### config.mk
export PLATFORM = sky130hd
export DESIGN_NAME = iram_loader
export DESIGN_NICKNAME = d
export VERILOG_FILES = /design/src/rtl/boot_pkg.sv /design/src/rtl/loader_timeout.sv /design/src/rtl/iram_loader.sv
export SDC_FILE = /design/constraint.sdc
export NUM_CORES = 1
export LEC_CHECK = 0
export ABC_AREA = 0
export BUFFER_PORTS_ARGS = -buffer_cell sky130_fd_sc_hd__buf_2
export CORE_UTILIZATION = 50
export DETAILED_ROUTE_END_ITERATION = 10
export MAX_ROUTING_LAYER = met4
export PLACE_DENSITY_LB_ADDON = 0.15
export SKIP_LAST_GASP = 1
export SLEW_MARGIN = 10
export SYNTH_ARGS = -nofsm -noshare
export SYNTH_HDL_FRONTEND = slang
export SYNTH_SLANG_ARGS = --single-unit
### constraint.sdc
create_clock -name clk -period 6.9 [get_ports clk]
set_input_delay 0 -clock clk [delete_from_list [all_inputs] [get_ports clk]]
set_output_delay 0 -clock clk [all_outputs]
set_load 0.1 [all_outputs]
### src/rtl/boot_pkg.sv
// Shared definitions for the byte-stream boot loaders: FSM encoding,
// default frame marker and the byte positions of the frame header fields.
package boot_pkg;

    typedef enum logic [3:0] {
        IDLE,
        CNT0,
        CNT1,
        BASE0,
        BASE1,
        DATA,
        WAIT_WR,
        CSUM,
        DONE,
        ERR
    } state_t;

    localparam logic [7:0] MAGIC_DEFAULT = 8'hA5;

    localparam int OFF_MAGIC   = 0;
    localparam int OFF_CNT_LO  = 1;
    localparam int OFF_CNT_HI  = 2;
    localparam int OFF_BASE_LO = 3;
    localparam int OFF_BASE_HI = 4;
    localparam int OFF_DATA    = 5;

    // True while a frame is being parsed (the states guarded by the timeout).
    function automatic logic in_frame(state_t s);
        return !(s inside {IDLE, DONE, ERR});
    endfunction

endpackage

### src/rtl/loader_timeout.sv
// Idle-cycle watchdog: counts enabled cycles since the last clear and flags
// expiry on the LIMIT-th consecutive cycle without a clear.
module loader_timeout #(
    parameter int LIMIT = 1000000
) (
    input  logic clk,
    input  logic rst,
    input  logic clr,
    input  logic en,
    output logic expire
);

    localparam int CW = $clog2(LIMIT + 1);

    logic [CW-1:0] cnt_q;

    assign expire = en && (cnt_q == CW'(LIMIT - 1));

    always_ff @(posedge clk or posedge rst) begin
        if (rst) begin
            cnt_q <= '0;
        end else if (clr || !en) begin
            cnt_q <= '0;
        end else if (!expire) begin
            cnt_q <= cnt_q + CW'(1);
        end
    end

endmodule

### src/rtl/iram_loader.sv
// Instruction-RAM boot loader: parses a MAGIC/CNT/BASE/data/CSUM byte frame,
// writes one little-endian 32-bit word per four data bytes and holds the core.
module iram_loader
    import boot_pkg::*;
#(
    parameter int         DEPTH_WORDS = 8191,
    parameter logic [7:0] MAGIC       = MAGIC_DEFAULT,
    parameter int         TIMEOUT     = 1000000,
    parameter bit         BOOT_HOLD   = 1'b1
) (
    input  logic        clk,
    input  logic        rst,
    input  logic        byte_valid,
    input  logic [7:0]  byte_data,
    output logic        byte_ready,
    output logic        iram_we,
    output logic [31:0] iram_waddr,
    output logic [31:0] iram_wdata,
    output logic        core_hold,
    output logic        load_busy,
    output logic        load_done,
    output logic        load_err
);

    state_t state_q, state_d;

    logic [15:0] cnt_q;
    logic [7:0]  base_lo_q;
    logic [15:0] addr_q;
    logic [15:0] wcount_q;
    logic [1:0]  idx_q;
    logic [31:0] word_buf_q;
    logic [7:0]  csum_q;

    logic        accept;
    logic        start;
    logic        tmo_expire;
    logic [16:0] range_end;
    logic        range_bad;
    logic        last_word;

    assign byte_ready = (state_q != WAIT_WR);
    assign accept     = byte_valid && byte_ready;
    assign start      = accept && (byte_data == MAGIC) && !in_frame(state_q);

    // 17-bit sum so BASE+CNT past the 16-bit range still compares correctly.
    assign range_end  = {1'b0, byte_data, base_lo_q} + {1'b0, cnt_q};
    assign range_bad  = range_end > 17'(DEPTH_WORDS);
    assign last_word  = (wcount_q + 16'd1) == cnt_q;

    loader_timeout #(
        .LIMIT(TIMEOUT)
    ) u_timeout (
        .clk   (clk),
        .rst   (rst),
        .clr   (accept),
        .en    (in_frame(state_q)),
        .expire(tmo_expire)
    );

    always_ff @(posedge clk or posedge rst) begin
        if (rst) begin
            state_q <= IDLE;
        end else begin
            state_q <= state_d;
        end
    end

    always_comb begin
        state_d = state_q;
        case (state_q)
            IDLE, DONE, ERR: if (start) state_d = CNT0;
            CNT0:    if (accept) state_d = CNT1;
            CNT1:    if (accept) state_d = BASE0;
            BASE0:   if (accept) state_d = BASE1;
            BASE1: begin
                if (accept) begin
                    if (range_bad)          state_d = ERR;
                    else if (cnt_q == 16'd0) state_d = CSUM;
                    else                    state_d = DATA;
                end
            end
            DATA:    if (accept && idx_q == 2'd3) state_d = WAIT_WR;
            WAIT_WR: state_d = last_word ? CSUM : DATA;
            CSUM:    if (accept) state_d = (byte_data == csum_q) ? DONE : ERR;
            default: state_d = IDLE;
        endcase
        if (tmo_expire && !accept) state_d = ERR;
    end

    always_ff @(posedge clk or posedge rst) begin
        if (rst) begin
            cnt_q      <= '0;
            base_lo_q  <= '0;
            addr_q     <= '0;
            wcount_q   <= '0;
            idx_q      <= '0;
            word_buf_q <= '0;
            csum_q     <= '0;
            iram_we    <= 1'b0;
            iram_waddr <= '0;
            iram_wdata <= '0;
            core_hold  <= BOOT_HOLD;
            load_busy  <= 1'b0;
            load_done  <= 1'b0;
            load_err   <= 1'b0;
        end else begin
            iram_we   <= 1'b0;
            load_done <= 1'b0;

            if (accept) begin
                case (state_q)
                    CNT0:  cnt_q[7:0]  <= byte_data;
                    CNT1:  cnt_q[15:8] <= byte_data;
                    BASE0: base_lo_q   <= byte_data;
                    BASE1: begin
                        addr_q   <= {byte_data, base_lo_q};
                        wcount_q <= '0;
                        idx_q    <= '0;
                    end
                    DATA: begin
                        word_buf_q[8*idx_q +: 8] <= byte_data;
                        csum_q <= csum_q ^ byte_data;
                        idx_q  <= idx_q + 2'd1;
                        // Fourth byte completes the word; present it on the write port now.
                        if (idx_q == 2'd3) begin
                            iram_we    <= 1'b1;
                            iram_waddr <= {16'd0, addr_q};
                            iram_wdata <= {byte_data, word_buf_q[23:0]};
                        end
                    end
                    default: ;
                endcase
            end

            if (state_q == WAIT_WR) begin
                addr_q   <= addr_q + 16'd1;
                wcount_q <= wcount_q + 16'd1;
            end

            if (start) begin
                load_err  <= 1'b0;
                csum_q    <= '0;
                core_hold <= 1'b1;
                load_busy <= 1'b1;
            end

            if (state_q == CSUM && state_d == DONE) begin
                load_done <= 1'b1;
                load_busy <= 1'b0;
                core_hold <= 1'b0;
            end

            if (state_d == ERR && state_q != ERR) begin
                load_err  <= 1'b1;
                load_busy <= 1'b0;
            end
        end
    end

endmodule
# ---- Word-level counts from Yosys, hierarchy flattened
# Index checks and enable logic that the tools add are counted.
dict set report totals {
  out_inout_bits 70
  romBits 0
  regBits 175
  ramBits 0
  latchBits 0
  elab_cells 112
  memories 0
  inputBits 11
}
dict set report classes {
  order_cmp 1
  div 0
  shift 2
  n_mux 35
  addsub 6
  n_reduce_logical 31
  bitwise 1
  n_eq_ne 19
  mul 0
}
# op n
set op_table {}
lappend op_table {{$mux W16} 6}
lappend op_table {{$mux W20} 2}
lappend op_table {{$mux W4} 9}
lappend op_table {{$neg A5 Y34} 1}
lappend op_table {{$shift A8 B34 Y32 const A} 1}
lappend op_table {{$shiftx A8 B34 Y32} 1}
lappend op_table {{$add A16 B1 Y16 const B} 2}
lappend op_table {{$bwmux W32} 1}
lappend op_table {{$pmux W4 S8} 1}
lappend op_table {{$mux W8} 3}
lappend op_table {{$add A20 B1 Y20 const B} 1}
lappend op_table {{$eq A20 B20 Y1 const B} 1}
lappend op_table {{$add A16 B16 Y17} 1}
lappend op_table {{$gt A17 B13 Y1 const B} 1}
lappend op_table {{$eq A16 B16 Y1} 1}
lappend op_table {{$eq A4 B3 Y1 const B} 4}
lappend op_table {{$eq A4 B4 Y1 const B} 4}
lappend op_table {{$logic_not A16 Y1} 1}
lappend op_table {{$reduce_and A2 Y1} 7}
lappend op_table {{$reduce_bool A2 Y1} 7}
lappend op_table {{$mux W1} 10}
lappend op_table {{$eq A4 B2 Y1 const B} 2}
lappend op_table {{$eq A8 B8 Y1} 1}
lappend op_table {{$eq A8 B8 Y1 const B} 1}
lappend op_table {{other kinds (16)} 26}

# ---- Longest topological paths before layout
# Gate-level depths: netlist of run 1.
dict set report depth {
  word_depth 11
  ltp_mapped 11
  depth_no_buf 11
}

# ---- Cells and area by module
# A second synthesis of run 1 with hierarchy kept.
dict set report hier_totals {
  hier_cells 893
  hier_area_um2 8764.7
}
# module cells_per_inst seq_area_each_um2 instances area_each_um2
set by_module_without_submodules {}
lappend by_module_without_submodules {iram_loader 778 3679.8 1 7698.6}
lappend by_module_without_submodules {loader_timeout 115 500.5 1 1066.0}

# ---- Least setup slack after synthesis of run 1
# No wires, ideal clock.
dict set report synth_path {
  kind {register to register}
  from {register cnt_q[11]}
  to {register load_busy}
  setup_time_ps 66
  required_ps 6834
  path_slack_ps 4562
  arrival_ps 2272
  n_path_buf 0
  stages_incl_launch_ff 10
  synth_period_minus_slack_ps 2338
  cell_sequence {dfrtp_1 ha_1 and4_1 and3_1 o2111a_1 a211oi_1 xnor2_1 nor4_1 o211a_1 o221a_4}
}
dict set report synth_via {
  elab_chain_cells 10
  word_cells_on_any_way 17
  cone_classes {add/sub: 1; order compare: 1; eq/ne: 3; mux: 8; reduce/logical: 4}
}
# element line_no
set synth_rtl {}
lappend synth_rtl {{from (decl)} iram_loader.sv:27} ;# logic [15:0] cnt_q;
lappend synth_rtl {{from (signal assigned)} iram_loader.sv:114} ;# CNT1: cnt_q[15:8] <= byte_data;
lappend synth_rtl {{$add A16 B16 Y17 / $logic_not A16 Y1 (equally long branches)} {iram_loader.sv:47, iram_loader.sv:79}}
lappend synth_rtl {{$gt A17 B13 Y1 / $mux W2 (equally long branches)} {iram_loader.sv:48, iram_loader.sv:79}}
lappend synth_rtl {{$mux W4} iram_loader.sv:78} ;# if (range_bad) state_d = ERR;
lappend synth_rtl {{$mux W4} iram_loader.sv:77} ;# if (accept) begin
lappend synth_rtl {{$pmux W4 S8 *} iram_loader.sv:71} ;# case (state_q)
lappend synth_rtl {{$mux W4 *} iram_loader.sv:88} ;# if (tmo_expire && !accept) state_d = ERR;
lappend synth_rtl {{$eq A4 B4 Y1} iram_loader.sv:148} ;# if (state_q == CSUM && state_d == DONE) begin
lappend synth_rtl {{$logic_and A1 B1 Y1} iram_loader.sv:148}
lappend synth_rtl {{$mux W1} iram_loader.sv:148}
lappend synth_rtl {{$mux W1} iram_loader.sv:154} ;# if (state_d == ERR && state_q != ERR) begin
lappend synth_rtl {{to (signal assigned)} iram_loader.sv:145} ;# load_busy <= 1'b1;
lappend synth_rtl {{to (signal assigned)} iram_loader.sv:150} ;# load_busy <= 1'b0;
lappend synth_rtl {{to (signal assigned)} iram_loader.sv:156} ;# load_busy <= 1'b0;
lappend synth_rtl {{to (decl)} iram_loader.sv:20} ;# output logic load_busy,
# Every way passes the cells marked *; elsewhere a longest branch is shown, timed or not.
# A chain may end at the register's enable or synchronous reset.

# ---- Final worst setup path of run 1
dict set report layout_path {
  from {register state_q[3]}
  to {register iram_wdata[9]}
}
dict set report layout_via {
  elab_chain_cells 3
  word_cells_on_any_way 4
  cone_classes {eq/ne: 2; reduce/logical: 2}
}
# element line_no
set layout_rtl {}
lappend layout_rtl {{from (decl)} iram_loader.sv:25} ;# state_t state_q, state_d;
lappend layout_rtl {{from (signal assigned)} iram_loader.sv:65} ;# state_q <= state_d;
lappend layout_rtl {{$ne A4 B3 Y1} iram_loader.sv:42} ;# assign byte_ready = (state_q != WAIT_WR);
lappend layout_rtl {{$logic_and A1 B1 Y1} iram_loader.sv:43} ;# assign accept = byte_valid && byte_ready;
lappend layout_rtl {{$reduce_and A3 Y1 (no line) *} n/a}
lappend layout_rtl {{to (signal assigned)} iram_loader.sv:129} ;# iram_wdata <= {byte_data, word_buf_q[23:0]};
lappend layout_rtl {{to (decl)} iram_loader.sv:18} ;# output logic [31:0] iram_wdata,
# Marks and branches as above.

==> results of run 1 <==
## final timing paths
check	cells after the start	endpoint	slack, ps	from
max	5	iram_wdata[9]	3530	state_q[3]
min	3	word_buf_q[2]	9	byte_data[2]
max reg2reg	5	iram_wdata[9]	3530	state_q[3]
min reg2reg	2	word_buf_q[19]	480	word_buf_q[19]
max in group asynchronous	4	csum_q[5]	5120	rst
min in group asynchronous	3	iram_waddr[10]	290	rst
## synthesized netlist by cell type, types with 5 or more instances
cell and number:
a211oi_1 8, a21oi_1 27, and3_1 7, buf_1 6
buf_4 18, clkbuf_1 24, dfrtp_1 166, ha_1 24
inv_1 21, mux2_2 70, nand2_1 96, nand3_1 28
nand4_1 18, nor2_1 77, nor3_1 8, nor3b_1 5
nor4_1 7, nor4_2 5, o211ai_1 5, o21a_1 5
o21ai_0 72, o22ai_1 7, o31ai_1 10, xnor2_1 29
xor2_1 32
## worst min-delay path, delay by kind of cell
family | cells | cell delay [ps]
AND/OR/NAND/NOR | 1 | 90
AO/OA/AOI/OAI | 1 | 70
buffers and inverters | 1 | 210
## cell type report
cell class              count  area share, %
multi-input cells         629           43.1
flip-flops and latches    167           42.7
clock buffers              20           4.66
repair buffers             76           4.40
well taps                 220           2.81
clock inverters            12           1.43
inverters                  23          0.933
## cells by family (layout without fill, tap and decap cells)
logic type               after synthesis  in the layout  share of synthesized area [%]
XOR/XNOR                              61             61                           6.12
buffers and inverters                 76            131                           4.49
multiplexers                          74             74                           9.49
flip-flops                           167            167                           47.9
AO/OA/AOI/OAI                        165            165                           11.7
AND/OR/NAND/NOR                      288            288                           16.6
adder cells (fa/ha/maj)               25             25                           3.67
other                                  1             16                         0.0430
## power by group through the flow
stage                     logic (W)  clock network, W  registers (W)
final                       0.00157          0.000959        0.00161
after global routing        0.00172           0.00102        0.00166
after CTS                   0.00157          0.000989        0.00161
after detailed placement    0.00156                 0        0.00162
after global placement      0.00154                 0        0.00162
after floorplan             0.00102                 0        0.00185
## per-layer routing
layer / up-vias / GRT usage [%] / wire length (um)
met5: - / - / 0
met1: 3136 / 31.8 / 9240
met2: 137 / 36.2 / 8990
met4: 0 / 5.49 / 212
met3: 15 / 4.42 / 694
li1: 3113 / - / -
## state kept, by name (all words and copies together) (netlist names), 2 cells and up
name and count:
addr_q 16, base_lo_q 8, cnt_q 16, csum_q 8, idx_q 2, iram_waddr 16, iram_wdata 32, state_q 4
u_timeout.cnt_q 20, wcount_q 16, word_buf_q 24
## through the flow
stage | setup WS (ps) | power (W)
5_1_grt | 3220 | 0.00439
3_3_place_gp | 3610 | 0.00316
3_5_place_dp | 3540 | 0.00319
2_1_floorplan | 2380 | 0.00287
4_1_cts | 3520 | 0.00417
6_report | 3530 | 0.00414
==> out/qor.yml, run 1 <==
sta:
  fin_setup_tns_ps: 0
  slew_violations: 0
  period_share_pct: 48.8
  fmax_mhz: 297
  hold_violations: 0
  setup-violations-final: 0
  period_minus_slack_ps: 3370
  tightest_slew_ps: 1160
  fin_skew_ps: 7.32
  holdWs_ps: 9.09
  slew_headroom_pct: 22.3
  rsz0062_at_grt: "no"
final_layout:
  fillCellCount: 1502
  syn_to_final_growth_pct: 12.2
  num_antenna_cells: 0
  seq_area_um2: 4180
  multi_input_area_um2: 4220
  mostFrequentLayoutCells: "166 x dfrtp_1, 95 x nand2_1, 77 x nor2_1"
  finalNonFillerCells: 1147
  final_common_cell: "dfrtp_1"
  nNetsFinal: 950
  fin_area_um2: 9790
  fin_util_pct: 58.2
  layout-drive-gt1-share_pct: 21.3
synth:
  synth_top_area_share_pct: 47.6
  syn_inst: 857
  syn_area_um2: 8730
  synthTopCellsByArea: "dfrtp_1 48%, mux2_2 9.0%, o21ai_0 4.1%"
  async_flop_share_pct: 100
  synth-main-ff-cell: "dfrtp_1"
  ys_seq_elements: 167
  seq_area_frac_synth_pct: 47.9
  synth_area_per_cell_um2: 10.2
  synth_edf_count: 0
  synth_cell_types: 76
  yosys_warnings: 0
  yosys.area.top_type: "dfrtp_1"
detailed_routing:
  totalWireLength_mm: 19.1
  drtAntennaViolNets: 0
  drtPass1Iterations: 5
  drt-vias-per-instance: 5.58
  avgRoutedWirePerCell_um: 16.7
  drtIter0Drc: 391
  drcViolationCount: 0
  via_count: 6401
clocking:
  post-cts-setup-buffers: 0
  ctsHoldBuffers: 8
  cts_sinks: 167
  cts_max_path_buffers: 2
  clkSlewWorstSetupHoldPaths_ps: 60
  cts-resized-gates: 0
  clockRootBuffer: "clkbuf_16"
  cts_buffers: 17
  htree_num_levels: 4
  clock_latency_ps: 420
  cts_tree: "done"
placement:
  numPortBuffers: 64
  place_hpwl_mm: 12.8
  dpl_cell_area_um2: 9110
  place_inst: 1107
  gp_congestion: 0.881
power:
  clkPwrFrac_pct: 23.2
  p_leak_nw: 4.52
  seqPwrFrac_pct: 38.9
  p_int_w: 0.00238
  ir_worst_vdd_uv: 305
  pwr-share-comb_pct: 38.0
  swShare_pct: 42.5
  switchingPower_w: 0.00176
  powerDensity_nw_per_um2: 423
global_route:
  antenna_found_initial: 0
  grt_overflow_total: 0
  grt_max_degree: 93
  grt_usage_pct: 23.3
  grt_pass1_vias: 6165
  grt_pass1_wl_mm: 31.9
worst_setup_path:
  max_stage_delay_ps: 850
  crit_buf_inv: 0
  crit_type: "reg2reg"
  cp.required_ps: 7210
  cp_top_family: "simple AND/OR/NAND/NOR gates"
  critPathMaxFanout: 51
  cp.arrival_ps: 3670
  end_kind: "flip-flop"
  crit_chain: "nand2b_1 > or2_2 > nor2_1 > nand2_2 > mux2_2"
  startpoint_type: "flip-flop"
  crit_slowest_cell: "nand2_2"
floorplan:
  ios: 81
  placementRows: 47
  start_util_pct: 51.9
  die_area_um2: 18000
  design.core.area_um2: 16800
  fp.dieW_um: 134
  die_h_um: 134
status:
  status: "finished, final reports clean"
min_path:
  hp-class: "in2reg"
flow_run:
  maxCapViolations: 0
(Power assumes the default switching activity.)
==> run 2: changes to the inputs <==
Settings changed: ABC_AREA 0 to 1.
Clock period 6.9 ns to 3 ns, I/O delays scaled along.
==> out/qor.yml, run 2 <==
status:
  status: "finished, final reports clean"
placement:
  place_hpwl_mm: 15.2
  dpl_cell_area_um2: 9430
  gp_congestion: 0.964
  numPortBuffers: 64
final_layout:
  reg.largest.list: "iram_wdata (32), word_buf_q (24), u_timeout.cnt_q (20)"
  multi_input_area_um2: 3940
  top_register: "iram_wdata"
  nNetsFinal: 1184
  num_antenna_cells: 0
  fillCellCount: 1613
  layout-drive-gt1-share_pct: 14.2
  final_common_cell: "nand2_1"
  syn_to_final_growth_pct: 13.4
  fin_area_um2: 10100
  largest_reg_flops: 32
  seq_area_um2: 4180
  mostFrequentLayoutCells: "219 x nand2_1, 166 x dfrtp_1, 143 x inv_1"
min_path:
  hp-class: "in2reg"
floorplan:
  die_h_um: 135
  placementRows: 48
  ios: 81
  start_util_pct: 51.2
  fp.dieW_um: 135
  design.core.area_um2: 17400
  die_area_um2: 18300
worst_setup_path:
  max_stage_delay_ps: 490
  end_kind: "flip-flop"
  crit_slowest_cell: "dfrtp_1"
  cp.required_ps: 3330
  crit_top_cell: "nand2_1"
  crit_chain: "inv_1 > nand2_1 > nor3_2 > nand2_1 > nand2_1 > nor2_1 > nand2_1 > a21oi_2 > nand4_2 > nand2_1 > inv_1 > nand2_1 > inv_1"
  startpoint_type: "flip-flop"
  critPathMaxFanout: 12
  cp.arrival_ps: 2650
  crit_type: "reg2reg"
sta:
  slew_headroom_pct: 45.4
  period_minus_slack_ps: 2310
  setup-violations-final: 0
  fin_skew_ps: 9.02
  fin_setup_tns_ps: 0
  slew_violations: 0
  tightest_slew_ps: 817
  hold_violations: 0
  period_share_pct: 77.2
  fmax_mhz: 432
  rsz0062_at_grt: "no"
clocking:
  cts_buffers: 17
  cts_sinks: 167
  clkSlewWorstSetupHoldPaths_ps: 70
  cts-resized-gates: 0
  cts_tree: "done"
  cts_max_path_buffers: 2
  htree_num_levels: 4
  clock_latency_ps: 430
  clockRootBuffer: "clkbuf_16"
  post-cts-setup-buffers: 0
global_route:
  grt_pass1_vias: 7064
  grt_pass1_wl_mm: 35.4
  antenna_found_initial: 0
  grt_usage_pct: 25.4
  grt_max_degree: 72
  grt_overflow_total: 0
detailed_routing:
  drtPass1Iterations: 6
  drtIter0Drc: 430
  drtAntennaViolNets: 0
  totalWireLength_mm: 21.0
  avgRoutedWirePerCell_um: 15.2
  drt-vias-per-instance: 5.32
  via_count: 7369
  drcViolationCount: 0
synth:
  synth_edf_count: 0
  synth-main-ff-cell: "dfrtp_1"
  async_flop_share_pct: 100
  yosys.area.top_type: "dfrtp_1"
  ys_seq_elements: 167
  synthMostInstantiatedCell: "nand2_1"
  seq_area_frac_synth_pct: 47.0
  synth_cell_types: 51
  synthTopCellsByArea: "dfrtp_1 47%, nand2_1 9.2%, o21ai_0 6.8%"
  synth_top_area_share_pct: 46.7
  syn_area_um2: 8890
  synth_common_cells: "219 x nand2_1, 166 x dfrtp_1, 144 x inv_1"
  syn_inst: 1071
  yosys_warnings: 0
  synth_area_per_cell_um2: 8.30
power:
  powerDensity_nw_per_um2: 931
  ir_worst_vdd_uv: 559
  p_leak_nw: 5.07
flow_run:
  maxCapViolations: 0
==> run 2: changes by cell type in the layout (fill, tap and decap cells not counted), moves of 7 or more <==
cell / delta
and3_1: -7
inv_1: +123
inv_2: +8
mux2_2: -70
nand2_1: +124
nand3_1: +18
nor2_2: +10
nor2_4: +7
nor3_1: +10
o21ai_0: +49
o21ai_1: +13
xnor2_1: -19
xor2_1: -13
==> run 2: final cells by class <==
class	instances	area share (%)
Multi-Input combinational cell	723	39.1
Clock inverter	14	1.35
Clock buffer	18	4.25
Tap cell	225	2.79
Sequential cell	167	41.4
Inverter	154	5.77
Timing Repair Buffer	85	5.33
==> run 2: routing by layer <==
metal | wire length, um | part of all wire, % | track usage (%)
met1 | 9950 | 47 | 34.1
met2 | 9960 | 47 | 39.3
met3 | 799 | 3.8 | 4.34
met4 | 335 | 1.6 | 8.11
met5 | 0 | 0 | -
==> run 2: worst max-delay path, delay by kind of cell, from the launching register on <==
family	cells	cell delay (ps)
AND/OR/NAND/NOR	9	1350
flip-flops	1	490
buffers and inverters	3	190
AO/OA/AOI/OAI	1	180
==> run 2: path summary, 6_finish.rpt <==
check	start	end	slack [ps]	cells past startpoint
max	state_q[3]	load_busy	690	13
min reg2reg	iram_wdata[21]	iram_wdata[21]	480	2
max in group asynchronous	rst	iram_wdata[0]	1770	5
min in group asynchronous	rst	wcount_q[15]	270	3
max reg2reg	state_q[3]	load_busy	690	13
min	byte_valid	u_timeout.cnt_q[13]	70	4
==> run 2: repair_timing <==
item | 4_1_cts | 5_1_grt
setup endpoints to repair | 0 | 0
endpoints found under the hold margin | 46 | 0
hold buffers | 9 | 0
==> run 2: kinds of logic after synthesis <==
family / after synthesis / share of synthesized area, %
AOI/OAI and AO/OA: 210 / 12.9
adders and majority gates: 25 / 3.60
and+or+nand+nor: 440 / 23.6
other: 1 / 0.0422
xor gates and xnor gates: 32 / 3.55
DFF: 167 / 47.0
buffers and inverters: 196 / 9.31
==> run 2: power breakdown <==
part           switching [W]  internal [W]
registers           0.000566       0.00289
clock network       0.000984       0.00117
logic                0.00266       0.00113
==> run 2: stage by stage <==
step | cells | power, W | worst slack (ps) | util, % | hold WS, ps
final | 1386 | 0.00939 | 685 | 58.1 | 74.7
after global routing | 1386 | 0.0101 | 422 | 58.1 | 95.1
after CTS | 1386 | 0.00942 | 673 | 58.1 | 66.0
after detailed placement | 1345 | 0.00725 | 684 | 54.3 | 203
after global placement | 1345 | 0.00719 | 711 | 54.3 | 195
after floorplan | 1086 | 0.00642 | 656 | - | 147
==> run 3: changes to the inputs <==
Clock period 3 ns to 1.9 ns, I/O delays scaled along.
==> out/qor.yml, run 3 (synthesis results as in run 2) <==
global_route:
  grt_usage_pct: 25.8
  grt_pass1_wl_mm: 35.4
  grt_overflow_total: 0
  grt_pass1_vias: 7139
  antenna_found_initial: 0
  grt_max_degree: 85
placement:
  dpl_cell_area_um2: 10100
  place_hpwl_mm: 15.6
  gp_congestion: 0.890
  numPortBuffers: 64
sta:
  period_minus_slack_ps: 2030
  slew_violations: 0
  fin_skew_ps: 7.25
  fin_setup_tns_ps: -577
  final.setup.worst_slack_ps: -133
  period_share_pct: 107
  hold_violations: 0
  fmax_mhz: 492
  rsz0062_at_grt: "yes"
  setup-violations-final: 8
floorplan:
  die_h_um: 135
  die_area_um2: 18300
  placementRows: 48
  design.core.area_um2: 17400
  start_util_pct: 51.2
  ios: 81
  fp.dieW_um: 135
final_layout:
  reg.largest.list: "iram_wdata (32), word_buf_q (24), u_timeout.cnt_q (20)"
  layout-drive-gt1-share_pct: 25.5
  mostFrequentLayoutCells: "205 x nand2_1, 166 x dfrtp_1, 140 x inv_1"
  top_register: "iram_wdata"
  fin_util_pct: 64.4
  nNetsFinal: 1286
  seq_area_um2: 4180
  fin_area_um2: 11200
  largest_reg_flops: 32
  syn_to_final_growth_pct: 25.7
  num_antenna_cells: 0
  final_common_cell: "nand2_1"
  multi_input_area_um2: 4220
  fillCellCount: 1442
clocking:
  clock_latency_ps: 430
  clkSlewWorstSetupHoldPaths_ps: 70
  htree_num_levels: 4
  cts_sinks: 167
  cts_buffers: 17
  cts_max_path_buffers: 2
  cts_tree: "done"
  clockRootBuffer: "clkbuf_16"
worst_setup_path:
  startpoint_type: "flip-flop"
  cp.arrival_ps: 2360
  cp.required_ps: 2230
  critPathMaxFanout: 3
  r2r_slack_ps: -130
  end_kind: "flip-flop"
  crit_type: "reg2reg"
detailed_routing:
  drt-vias-per-instance: 5.18
  drtPass1Iterations: 5
  drtAntennaViolNets: 0
  avgRoutedWirePerCell_um: 15.0
  totalWireLength_mm: 22.3
  via_count: 7713
  drcViolationCount: 0
  drtIter0Drc: 478
status:
  violations: "negative setup slack"
  status: "finished, violations left"
power:
  ir_worst_vdd_uv: 1090
  power_w: 0.0163
  powerDensity_nw_per_um2: 1460
  p_leak_nw: 5.60
min_path:
  hp-class: "in2reg"
flow_run:
  maxCapViolations: 0
run 3: path summary, 6_finish.rpt:
kind	start	end	cells past startpoint
setup / recovery	base_lo_q[0]	load_busy	19
hold / removal	byte_data[1]	word_buf_q[1]	4
setup reg to reg	base_lo_q[0]	load_busy	19
hold reg to reg	iram_waddr[4]	iram_waddr[4]	2
max in group asynchronous	rst	wcount_q[1]	4
min in group asynchronous	rst	word_buf_q[7]	3
run 3: metrics by stage:
stage | instances | hold WS, ps | setup WS [ps]
after floorplan | 1086 | 147 | -226
after global placement | 1428 | 19.5 | -131
after detailed placement | 1428 | 30.7 | -184
after CTS | 1467 | 25.7 | -130
after global routing | 1488 | 26.6 | -319
final | 1488 | 39.6 | -133
run 3: where the power goes:
part | internal (W) | switching (W)
Clock | 0.00205 | 0.00154
Combinational | 0.00263 | 0.00476
Sequential | 0.00457 | 0.000744
Total | 0.00925 | 0.00705
run 3: layout make-up:
cell class / instances / area share (%)
Multi-Input combinational cell: 725 / 37.8
Inverter: 154 / 5.20
Timing Repair Buffer: 185 / 11.6
Clock inverter: 13 / 1.42
Tap cell: 225 / 2.52
Clock buffer: 19 / 4.05
Sequential cell: 167 / 37.4
run 3: critical path, stage by stage (launching register included):
cell	delay [ps]
dfrtp_1	350
ha_2	190
inv_2	40
fa_2	320
inv_2	50
nand2_1	40
nand2_1	70
nand3_2	90
a21oi_2	130
nor2_1	40
nand2_1	50
nor2_1	40
nand3_2	90
nand2_2	60
nand2_2	50
nand2_2	40
nand2_2	70
nand3_2	90
nand2_2	80
inv_1	30
run 3: repair_timing:
| action | in CTS | in global routing |
|---|---|---|
| hold buffers | 4 | 0 |
| pin swaps | 10 | 19 |
| endpoints found under the hold margin | 65 | 0 |
| cloned | 0 | 2 |
| endpoints found under the setup margin | 8 | 96 |
| buffers inserted | 3 | 19 |
| resized for setup | 9 | 50 |
run 3: per-layer routing:
layer / up-vias / GRT usage, % / share of wire [%]
met4: 0 / 8.99 / 2.0
met3: 32 / 3.85 / 4.0
met1: 3658 / 33.2 / 45
met2: 176 / 41.4 / 49
met5: - / - / 0
li1: 3847 / - / -
